[src/rtl/nap_timer_ctrl_if.sv]
// nap_timer_ctrl_if: selector/control inputs and display/alarm outputs of the nap-timer sequencer.
// Carries the pause line only when NAP_PAUSE_EN is defined.
interface nap_timer_ctrl_if;
  logic [3:0] one_sec;
  logic [3:0] ten_sec;
  logic [3:0] one_min;
  logic       completeSetting;
  logic       stop;
`ifdef NAP_PAUSE_EN
  logic       pause;
`endif
  logic       key_en;
  logic [3:0] min_o;
  logic [3:0] sec_tens_o;
  logic [3:0] sec_ones_o;
  logic       running;
  logic       alarm;

`ifdef NAP_PAUSE_EN
  modport master (
    output one_sec, ten_sec, one_min, completeSetting, stop, pause,
    input  key_en, min_o, sec_tens_o, sec_ones_o, running, alarm
  );
  modport slave (
    input  one_sec, ten_sec, one_min, completeSetting, stop, pause,
    output key_en, min_o, sec_tens_o, sec_ones_o, running, alarm
  );
`else
  modport master (
    output one_sec, ten_sec, one_min, completeSetting, stop,
    input  key_en, min_o, sec_tens_o, sec_ones_o, running, alarm
  );
  modport slave (
    input  one_sec, ten_sec, one_min, completeSetting, stop,
    output key_en, min_o, sec_tens_o, sec_ones_o, running, alarm
  );
`endif
endinterface

[src/rtl/nap_timer_ctrl.sv]
// nap_timer_ctrl: accumulates keypad duration codes into a BCD M:SS setting, counts it
// down at 1 Hz and then raises the wake alarm for ALARM_SEC seconds.
// Optional feature macro: NAP_PAUSE_EN (adds PAUSE state and the pause input).
module nap_timer_ctrl #(
  parameter int unsigned CLK_HZ    = 50_000_000,
  parameter int unsigned ALARM_SEC = 10
) (
  input logic             clock,
  input logic             reset,
  nap_timer_ctrl_if.slave bus
);

  localparam int unsigned DW = 4;
  localparam int unsigned TW = (CLK_HZ > 1) ? $clog2(CLK_HZ) : 1;
  localparam logic [TW-1:0] TICK_MAX = TW'(CLK_HZ - 1);
  localparam logic [DW-1:0] ASEC_MAX = DW'(ALARM_SEC - 1);

`ifdef NAP_PAUSE_EN
  typedef enum logic [2:0] {S_IDLE, S_SETUP, S_RUN, S_ALARM, S_PAUSE} state_t;
`else
  typedef enum logic [1:0] {S_IDLE, S_SETUP, S_RUN, S_ALARM} state_t;
`endif

  state_t        state_q, state_d;
  logic [DW-1:0] min_q, tens_q, ones_q;
  logic [DW-1:0] min_d, tens_d, ones_d;
  logic [TW-1:0] tick_q, tick_d;
  logic [DW-1:0] asec_q, asec_d;
  logic          running_q, alarm_q, key_en_q;

  logic          inc_one, inc_ten, inc_min, add_any;
  logic [4:0]    ones_sum, tens_sum, min_sum;
  logic          ones_c, tens_c;
  logic [DW-1:0] sum_min, sum_tens, sum_ones;
  logic [DW-1:0] dec_min, dec_tens, dec_ones;
  logic          dec_zero, tick_wrap, pause_req;

  assign inc_one   = (bus.one_sec == 4'd5);
  assign inc_ten   = (bus.ten_sec == 4'd3);
  assign inc_min   = (bus.one_min == 4'd1);
  assign add_any   = inc_one | inc_ten | inc_min;
  assign tick_wrap = (tick_q == TICK_MAX);
`ifdef NAP_PAUSE_EN
  assign pause_req = bus.pause;
`else
  assign pause_req = 1'b0;
`endif

  // BCD add of this cycle's codes to the current setting, saturating at 9:59
  always_comb begin
    ones_sum = 5'(ones_q) + (inc_one ? 5'd5 : 5'd0);
    ones_c   = (ones_sum >= 5'd10);
    tens_sum = 5'(tens_q) + (inc_ten ? 5'd3 : 5'd0) + 5'(ones_c);
    tens_c   = (tens_sum >= 5'd6);
    min_sum  = 5'(min_q) + (inc_min ? 5'd1 : 5'd0) + 5'(tens_c);
    if (min_sum > 5'd9) begin
      sum_min  = 4'd9;
      sum_tens = 4'd5;
      sum_ones = 4'd9;
    end else begin
      sum_min  = min_sum[3:0];
      sum_tens = tens_c ? 4'(tens_sum - 5'd6) : tens_sum[3:0];
      sum_ones = ones_c ? 4'(ones_sum - 5'd10) : ones_sum[3:0];
    end
  end

  // One-second BCD decrement with borrow chain; flags the step that lands on 0:00
  always_comb begin
    dec_ones = ones_q - 4'd1;
    dec_tens = tens_q;
    dec_min  = min_q;
    if (ones_q == 4'd0) begin
      dec_ones = 4'd9;
      dec_tens = tens_q - 4'd1;
      if (tens_q == 4'd0) begin
        dec_tens = 4'd5;
        dec_min  = min_q - 4'd1;
      end
    end
    dec_zero = (min_q == 4'd0) && (tens_q == 4'd0) && (ones_q == 4'd1);
  end

  // Next-state, digit, tick and alarm-second logic
  always_comb begin
    state_d = state_q;
    min_d   = min_q;
    tens_d  = tens_q;
    ones_d  = ones_q;
    tick_d  = tick_q;
    asec_d  = asec_q;
    unique case (state_q)
      S_IDLE: begin
        min_d  = '0;
        tens_d = '0;
        ones_d = '0;
        tick_d = '0;
        if (!bus.stop && !bus.completeSetting && add_any) begin
          state_d = S_SETUP;
          min_d   = sum_min;
          tens_d  = sum_tens;
          ones_d  = sum_ones;
        end
      end
      S_SETUP: begin
        if (bus.stop) begin
          state_d = S_IDLE;
          min_d   = '0;
          tens_d  = '0;
          ones_d  = '0;
        end else if (bus.completeSetting) begin
          tick_d  = '0;
          state_d = ((min_q | tens_q | ones_q) != 4'd0) ? S_RUN : S_IDLE;
        end else if (add_any) begin
          min_d  = sum_min;
          tens_d = sum_tens;
          ones_d = sum_ones;
        end
      end
      S_RUN: begin
        if (bus.stop) begin
          state_d = S_IDLE;
          min_d   = '0;
          tens_d  = '0;
          ones_d  = '0;
          tick_d  = '0;
        end else if (pause_req) begin
`ifdef NAP_PAUSE_EN
          state_d = S_PAUSE;
`endif
        end else if (tick_wrap) begin
          tick_d = '0;
          min_d  = dec_min;
          tens_d = dec_tens;
          ones_d = dec_ones;
          if (dec_zero) begin
            state_d = S_ALARM;
            asec_d  = '0;
          end
        end else begin
          tick_d = tick_q + TW'(1);
        end
      end
      S_ALARM: begin
        if (bus.stop) begin
          state_d = S_IDLE;
          tick_d  = '0;
        end else if (tick_wrap) begin
          tick_d = '0;
          if (asec_q == ASEC_MAX) begin
            state_d = S_IDLE;
          end else begin
            asec_d = asec_q + 4'd1;
          end
        end else begin
          tick_d = tick_q + TW'(1);
        end
      end
`ifdef NAP_PAUSE_EN
      S_PAUSE: begin
        if (bus.stop) begin
          state_d = S_IDLE;
          min_d   = '0;
          tens_d  = '0;
          ones_d  = '0;
          tick_d  = '0;
        end else if (bus.pause) begin
          state_d = S_RUN;
        end
      end
`endif
      default: begin
        state_d = S_IDLE;
      end
    endcase
  end

  // State, datapath and registered status outputs
  always_ff @(posedge clock or posedge reset) begin
    if (reset) begin
      state_q   <= S_IDLE;
      min_q     <= '0;
      tens_q    <= '0;
      ones_q    <= '0;
      tick_q    <= '0;
      asec_q    <= '0;
      running_q <= 1'b0;
      alarm_q   <= 1'b0;
      key_en_q  <= 1'b1;
    end else begin
      state_q   <= state_d;
      min_q     <= min_d;
      tens_q    <= tens_d;
      ones_q    <= ones_d;
      tick_q    <= tick_d;
      asec_q    <= asec_d;
      running_q <= (state_d == S_RUN);
      alarm_q   <= (state_d == S_ALARM);
      key_en_q  <= (state_d == S_IDLE) || (state_d == S_SETUP);
    end
  end

  assign bus.key_en     = key_en_q;
  assign bus.min_o      = min_q;
  assign bus.sec_tens_o = tens_q;
  assign bus.sec_ones_o = ones_q;
  assign bus.running    = running_q;
  assign bus.alarm      = alarm_q;

endmodule

[src/flat_wrapper.sv]
// flat-port wrapper written by rule: the top's interface ports become plain ports
module nap_timer_ctrl_flat 
#(
  parameter int unsigned CLK_HZ    = 50_000_000,
  parameter int unsigned ALARM_SEC = 10
)
  (clock, reset, bus_one_sec, bus_ten_sec, bus_one_min, bus_completeSetting, bus_stop, bus_key_en, bus_min_o, bus_sec_tens_o, bus_sec_ones_o, bus_running, bus_alarm);
  nap_timer_ctrl_if bus_i ();
  input logic clock;
  input logic reset;
  input wire logic [$bits(bus_i.one_sec)-1:0] bus_one_sec;
  input wire logic [$bits(bus_i.ten_sec)-1:0] bus_ten_sec;
  input wire logic [$bits(bus_i.one_min)-1:0] bus_one_min;
  input wire logic [$bits(bus_i.completeSetting)-1:0] bus_completeSetting;
  input wire logic [$bits(bus_i.stop)-1:0] bus_stop;
  output wire logic [$bits(bus_i.key_en)-1:0] bus_key_en;
  output wire logic [$bits(bus_i.min_o)-1:0] bus_min_o;
  output wire logic [$bits(bus_i.sec_tens_o)-1:0] bus_sec_tens_o;
  output wire logic [$bits(bus_i.sec_ones_o)-1:0] bus_sec_ones_o;
  output wire logic [$bits(bus_i.running)-1:0] bus_running;
  output wire logic [$bits(bus_i.alarm)-1:0] bus_alarm;
  assign bus_i.one_sec = bus_one_sec;
  assign bus_i.ten_sec = bus_ten_sec;
  assign bus_i.one_min = bus_one_min;
  assign bus_i.completeSetting = bus_completeSetting;
  assign bus_i.stop = bus_stop;
  assign bus_key_en = bus_i.key_en;
  assign bus_min_o = bus_i.min_o;
  assign bus_sec_tens_o = bus_i.sec_tens_o;
  assign bus_sec_ones_o = bus_i.sec_ones_o;
  assign bus_running = bus_i.running;
  assign bus_alarm = bus_i.alarm;
  nap_timer_ctrl #(.CLK_HZ(CLK_HZ), .ALARM_SEC(ALARM_SEC)) u_core (.clock(clock), .reset(reset), .bus(bus_i));
endmodule
[config.mk]
export PLATFORM = sky130hd
export DESIGN_NAME = nap_timer_ctrl_flat
export DESIGN_NICKNAME = d
export VERILOG_FILES = /design/src/rtl/nap_timer_ctrl_if.sv /design/src/rtl/nap_timer_ctrl.sv /design/src/flat_wrapper.sv
export SDC_FILE = /design/constraint.sdc
export NUM_CORES = 1
export LEC_CHECK = 0
export CAP_MARGIN = 10
export CELL_PAD_IN_SITES_DETAIL_PLACEMENT = 1
export CELL_PAD_IN_SITES_GLOBAL_PLACEMENT = 1
export CORE_MARGIN = 3
export CORE_UTILIZATION = 44
export CTS_BUF_LIST = sky130_fd_sc_hd__clkbuf_16
export DETAILED_ROUTE_END_ITERATION = 16
export GPL_TIMING_DRIVEN = 0
export PLACE_DENSITY = 0.83
export SYNTH_ARGS = -nofsm -noshare
export SYNTH_HDL_FRONTEND = slang
export SYNTH_SLANG_ARGS = --single-unit
[constraint.sdc]
create_clock -name clock -period 6.8 [get_ports clock]
set_input_delay 1.02 -clock clock [delete_from_list [all_inputs] [get_ports clock]]
set_output_delay 1.02 -clock clock [all_outputs]
set_load 0.01 [all_outputs]
# Word-level counts from Yosys, hierarchy flattened
# Index checks and enable logic that the tools add are counted.
[classes] addsub=12 magnitude_cmp=3 eq_ne=25 mux=57 bitwise=4 n_reduce_logical=21
[ops] cell="2-to-1 mux 4 bit" count=34
[ops] cell="2-to-1 mux 26 bit" count=4
[ops] cell="case mux 26 bit (3 select lines)" count=1
[ops] cell="case mux 4 bit (3 select lines)" count=3
[ops] cell="adder 26 x 1 -> 26 bit (second input constant)" count=1
[ops] cell="== test 26 bit (second input constant)" count=1
[ops] cell="2-to-1 mux 2 bit" count=11
[ops] cell="zero test 4 bit" count=3
[ops] cell="inequality test 3 x 2 -> 1 bit (second input constant)" count=4
[ops] cell="subtractor 4 x 1 -> 4 bit (second input constant)" count=3
[ops] cell="adder 4 x 5 -> 5 bit" count=2
[ops] cell="adder 5 x 1 -> 5 bit" count=2
[ops] cell="inequality test 2 bit (second input constant)" count=5
[ops] cell="== test 2 bit (second input constant)" count=4
[ops] cell="== test 4 x 1 -> 1 bit (second input constant)" count=2
[ops] cell="OR 4 bit" count=2
[ops] cell="case mux 2 bit (4 select lines)" count=1
[ops] cell="case mux 4 bit (2 select lines)" count=1
[ops] cell="AND reduction 7 bit" count=1
[ops] cell="inequality test 2 x 1 -> 1 bit (second input constant)" count=3
[ops] cell="AND reduction 6 bit" count=1
[ops] cell="adder 4 x 3 -> 5 bit" count=1
[ops] cell="greater-or-equal comparator 5 x 3 -> 1 bit (second input constant)" count=1
[ops] cell="greater-or-equal comparator 5 x 4 -> 1 bit (second input constant)" count=1
[ops] cell="23 further kinds" count=30
[totals] ff_bits=47 output_inout_bits=15 elab_cells=131

# Depth between registers and ports, before layout
[logic_depth] ltp_word=13 depth_mapped=23 ltp_nobuf=23

# Worst setup path after synthesis
# OpenSTA, ideal clock, no wires.
[synth_path] path_type="input-to-reg" from="in bus_one_sec[1]" to="reg u_core.tens_q[3], in the netlist u_core.bus.sec_tens_o[3]" setup_time_ps=121 arrival_time_ps=5982 t_required_ps=6679 slack_ps=697 path_stages=23 cell_sequence="nor4bb_1 and2_1 ha_1 nor4b_1 mux2_2 o21ai_0 o211ai_1 fa_1 inv_1 fa_1 nor2_1 mux2i_1 o21ai_0 nor3_1 fa_1 inv_1 ha_1 o21ai_0 mux2_2 o211a_1 a32oi_1 o31ai_1 a22o_1"
[synth_via] elab_chain_cells=13
[synth_lines] item="start, declared" line="flat_wrapper.sv:11" source="input wire logic [$bits(bus_i.one_sec)-1:0] bus_one_sec;"
[synth_lines] item="== test 4 x 3 -> 1 bit *" line="nap_timer_ctrl.sv:38" source="assign inc_one = (bus.one_sec == 4'd5);"
[synth_lines] item="2-to-1 mux 3 bit" line="nap_timer_ctrl.sv:51" source="ones_sum = 5'(ones_q) + (inc_one ? 5'd5 : 5'd0);"
[synth_lines] item="adder 4 x 3 -> 5 bit" line="nap_timer_ctrl.sv:51"
[synth_lines] item="greater-or-equal comparator 5 x 4 -> 1 bit" line="nap_timer_ctrl.sv:52" source="ones_c = (ones_sum >= 5'd10);"
[synth_lines] item="adder 5 x 1 -> 5 bit" line="nap_timer_ctrl.sv:53" source="tens_sum = 5'(tens_q) + (inc_ten ? 5'd3 : 5'd0) + 5'(ones_c);"
[synth_lines] item="greater-or-equal comparator 5 x 3 -> 1 bit" line="nap_timer_ctrl.sv:54" source="tens_c = (tens_sum >= 5'd6);"
[synth_lines] item="adder 5 x 1 -> 5 bit" line="nap_timer_ctrl.sv:55" source="min_sum = 5'(min_q) + (inc_min ? 5'd1 : 5'd0) + 5'(tens_c);"
[synth_lines] item="> comparator 5 x 4 -> 1 bit" line="nap_timer_ctrl.sv:56" source="if (min_sum > 5'd9) begin"
[synth_lines] item="2-to-1 mux 4 bit" line="nap_timer_ctrl.sv:56"
[synth_lines] item="2-to-1 mux 4 bit" line="nap_timer_ctrl.sv:113" source="end else if (add_any) begin"
[synth_lines] item="2-to-1 mux 4 bit" line="nap_timer_ctrl.sv:110" source="end else if (bus.completeSetting) begin"
[synth_lines] item="2-to-1 mux 4 bit" line="nap_timer_ctrl.sv:105" source="if (bus.stop) begin"
[synth_lines] item="case mux 4 bit (3 select lines)" line="nap_timer_ctrl.sv:91" source="unique case (state_q)"
[synth_lines] item="end signal, assigned" line="nap_timer_ctrl.sv:192" source="tens_q <= tens_d;"
[synth_lines] item="end, declared" line="nap_timer_ctrl.sv:25" source="logic [DW-1:0] min_q, tens_q, ones_q;"
# Every way passes the cells marked *; elsewhere a longest branch is shown, timed or not. The select of a mux whose other input is x is not followed.
# A chain may end at the register's enable or synchronous reset.

# Worst setup path after layout
[layout_path] from="in bus_one_sec[0]" to="reg u_core.ones_q[3], in the netlist u_core.bus.sec_ones_o[3]"
[layout_via] elab_chain_cells=13
[layout_lines] item="== test 4 x 3 -> 1 bit *" line="nap_timer_ctrl.sv:38"
[layout_lines] item="2-to-1 mux 3 bit" line="nap_timer_ctrl.sv:51"
[layout_lines] item="adder 4 x 3 -> 5 bit" line="nap_timer_ctrl.sv:51"
[layout_lines] item="greater-or-equal comparator 5 x 4 -> 1 bit" line="nap_timer_ctrl.sv:52"
[layout_lines] item="adder 5 x 1 -> 5 bit" line="nap_timer_ctrl.sv:53"
[layout_lines] item="greater-or-equal comparator 5 x 3 -> 1 bit" line="nap_timer_ctrl.sv:54"
[layout_lines] item="adder 5 x 1 -> 5 bit" line="nap_timer_ctrl.sv:55"
[layout_lines] item="> comparator 5 x 4 -> 1 bit" line="nap_timer_ctrl.sv:56"
[layout_lines] item="2-to-1 mux 4 bit" line="nap_timer_ctrl.sv:56"
[layout_lines] item="2-to-1 mux 4 bit" line="nap_timer_ctrl.sv:113"
[layout_lines] item="2-to-1 mux 4 bit" line="nap_timer_ctrl.sv:110"
[layout_lines] item="2-to-1 mux 4 bit" line="nap_timer_ctrl.sv:105"
[layout_lines] item="case mux 4 bit (3 select lines)" line="nap_timer_ctrl.sv:91"
[layout_lines] item="end signal, assigned" line="nap_timer_ctrl.sv:193" source="ones_q <= ones_d;"
[layout_lines] item="end, declared" line="nap_timer_ctrl.sv:25"
# Marks and branches as above.

==> impl_results.md <==
* Outcome: finished, final reports clean
* Crit path time final at 6.48 ns
* CP Launch Point: bus_one_sec[0]
* Post-synthesis sequential area ratio at 34.1%
* Clk_skew at 0.00557 ns
* Vias/cell at 6.02
* Mean area per synthesized cell at 8.51 um^2
* Critical path type: in -> reg
* CP max stage cell: fa_1
* YS warnings at 0
* IO buf count at 30
* Largest net degree at the start of global routing at 38
* Most area-hungry cell type in the Yosys netlist: dfrtp_1
* Clock slew at reported path FFs at 0.07 ns
* Max Slew Vio Count at 0
* Post-Syn Area at 3460 um^2
* Main synth FF type: dfrtp_1
* PD cells at 240 nW/um^2
* Clock tree buffer depth at 2
* CTS Buf Count at 5
* Peak supply drop at 0.000129 V
* DRC Markers at 0
* Die width at 94.6 um
* Commonest non-fill, non-tap cell in the layout: nor2_1
* Layout cell share with drive strength beyond 1 at 7.56%
* Max Clock Freq at 154 MHz
* Diode count at 0
* Crit path cell chain: clkdlybuf4s50_1, nor4bb_4, and2_1, ha_2, xnor2_1, xnor2_1, ha_1, o211ai_1, fa_1, inv_1, fa_1, inv_1, ha_1, nor3_1, fa_2, inv_1, ha_1, nor4bb_2, mux2_2, nor2_1, a32o_1, a311oi_1, o21ai_0
* Hold_sp: u_core.tick_q[15]
* Clk sinks at 47
* Setup tns final at 0 ns
* Reg-to-Reg Start: u_core.bus.sec_ones_o[0]
* Final weighted congestion in routability-driven placement at 0.837
* GRT met3 Usage at 3.03%
* Max-Cap Viols at 0
* Die area at 8960 um^2
* CTS root buf: clkbuf_16
* Delay-heaviest family, CP: adder cells
* Fin crit share at 95.4%
* Synth top area share at 33.3%
* Fillcell total at 911
* Layout area overhead at 20.3%
* Number of global-route vias before repair at 3397
* Initial Util at 46.4%
* First-pass GRT wire length at 17.2 mm
* H-tree Lvls at 2
* Synth top area cells: dfrtp_1, nor2_1, ha_1
* Fin. Hold Viols at 0
* HPWL Detailed at 7.47 mm
* Critical path required time at 6.97 ns
* Worst-Margin Slew at 0.970 ns
* Clk network pwr share at 29.0%
* Net Switching at 379 uW
* Sw Ratio at 38.0%
* Via count at 3306
* Relative slew slack at 34.7%
* I/O pins at 31
* Final net count at 483
* Initial antenna violation count at 0
* Most frequent cells in the layout: nor2_1, dfrtp_1, clkdlybuf4s50_1
* Initial DRC Count at 198
* Height of the die at 94.6 um
* Pleak at 1.66 nW
* Mapped Nets at 440
* Total track usage at 24.2%
* Hold Crit Class: reg -> reg
* Antenna-violating nets left at 0
* Cell count after synthesis at 406
* Routing usage on met2 at 39.0%
* Pwr Total at 998 uW
* Worst skew pair latency at 0.29 ns
* Met1 Usage GRT at 34.8%
* Final setup vio count at 0
* Seq pwr share at 33.1%
* Synth cell types at 65
* Max stage delay on crit path at 0.56 ns
* WP data arrival at 6.66 ns
* Logic pwr share at 37.9%
* Drt pass-1 iters at 4
* # rows at 31
* Post-Route WL at 10.4 mm
* Register bit total from synthesis at 47
* Total gr overflow at 0
* EDFF count, synth at 0
* CTS tree: done
* Max FO, Critical Path at 7
* WP buf/inv at 4
* FFs w/ async S/R, synth at 100%
* Drt wl/cell at 18.9 um
* Nature of the critical path endpoint: flip-flop
* CP Launch Type: input pin
* Core area at 7450 um^2
* Internal power at 619 uW
* Most used routing layer: met2
## area by class of cell
type	count	area (um^2)	share of cell area (%)
sequential	47	1180	28.3
inverter	21	78.8	1.90
timing repair buffer	36	358	8.61
multi-input combinational	323	2190	52.7
buffer	15	61.3	1.47
clock buffer	5	125	3.01
clock inverter	3	42.5	1.02
tap	99	124	2.98
## cell usage after synthesis, drive strengths merged, types with 3 or more instances
| cell | count |
|---|---|
| nor2 | 52 |
| dfrtp | 46 |
| o21ai | 27 |
| nand2 | 26 |
| inv | 21 |
| xnor2 | 18 |
| a21oi | 15 |
| ha | 15 |
| nand3 | 14 |
| clkbuf | 13 |
| nor3 | 13 |
| nand4 | 12 |
| xor2 | 11 |
| and3 | 7 |
| nand2b | 7 |
| nor4 | 7 |
| a21o | 6 |
| nor2b | 6 |
| a31oi | 5 |
| and2 | 5 |
| and4 | 5 |
| nor3b | 5 |
| nor4bb | 5 |
| or3 | 4 |
| a211oi | 3 |
| a21boi | 3 |
| fa | 3 |
| mux2i | 3 |
| nor4b | 3 |
| o211ai | 3 |
| o31ai | 3 |
| or4 | 3 |
## power by group through the flow
stage | Combinational, mW | Sequential (mW) | Clock, mW
global placement | 0.340 | 0.333 | 0
finish | 0.378 | 0.330 | 0.290
CTS | 0.365 | 0.329 | 0.291
detailed placement | 0.357 | 0.335 | 0
floorplan | 0.226 | 0.335 | 0
global route | 0.417 | 0.334 | 0.303
## state kept, by name (all words and copies together), names as in the netlist
register / cells
u_core.bus.alarm: 1
u_core.asec_q: 4
u_core.bus.sec_ones_o: 4
u_core.bus.running: 1
u_core.bus.sec_tens_o: 4
u_core.bus.min_o: 4
u_core.state_q: 2
u_core.bus.key_en: 1
u_core.tick_q: 26
## cell families (layout without fill, tap and decap cells)
| kind of cell | after synthesis | count (layout) | synth area share [%] |
|---|---|---|---|
| xor+xnor | 29 | 29 | 7.35 |
| mux | 5 | 5 | 1.52 |
| simple gates | 181 | 181 | 28.4 |
| buf+inv | 36 | 80 | 4.05 |
| flops | 47 | 47 | 34.1 |
| compound gates | 90 | 90 | 17.4 |
| fa+ha+maj | 18 | 18 | 7.17 |
## path summary, 6_finish.rpt
path                       slack, ns  depth (start not counted)                       end
setup / recovery                0.32                         23  u_core.bus.sec_ones_o[3]
hold / removal                  0.49                          1         u_core.tick_q[15]
setup reg to reg                1.08                         22  u_core.bus.sec_ones_o[3]
hold reg to reg                 0.49                          1         u_core.tick_q[15]
max in group asynchronous       5.25                          3         u_core.bus.key_en
min in group asynchronous       1.00                          2       u_core.bus.min_o[1]
## layer usage
metal | vias to the layer above | wire length [um] | share of wire [%]
li1 | 1565 | - | -
met1 | 1658 | 5050 | 49
met2 | 69 | 4860 | 47
met3 | 14 | 337 | 3.2
met4 | 0 | 125 | 1.2
met5 | - | 0 | 0
## metrics by stage
stage / instances / area (um^2) / util [%] / hold slack, ns / setup WS [ns]
6_report: 549 / 4160 / 55.8 / 0.487 / 0.315
2_1_floorplan: 406 / 3460 / - / 0.437 / 0.697
4_1_cts: 545 / 4100 / 55.0 / 0.490 / 0.0752
3_5_place_dp: 536 / 3900 / 52.4 / 0.476 / -0.950
5_1_grt: 549 / 4160 / 55.8 / 0.527 / -0.0348
3_3_place_gp: 535 / 3880 / 52.1 / 0.454 / -0.698
## repair_timing
action                     CTS  global route
pin swaps                    1             4
hold buffers                 0             0
gates resized for setup      5             7
cloned                       0             0
setup buffers                1             4
setup endpoints to repair   11             9
Note: power is estimated with default switching activity, not from simulation.
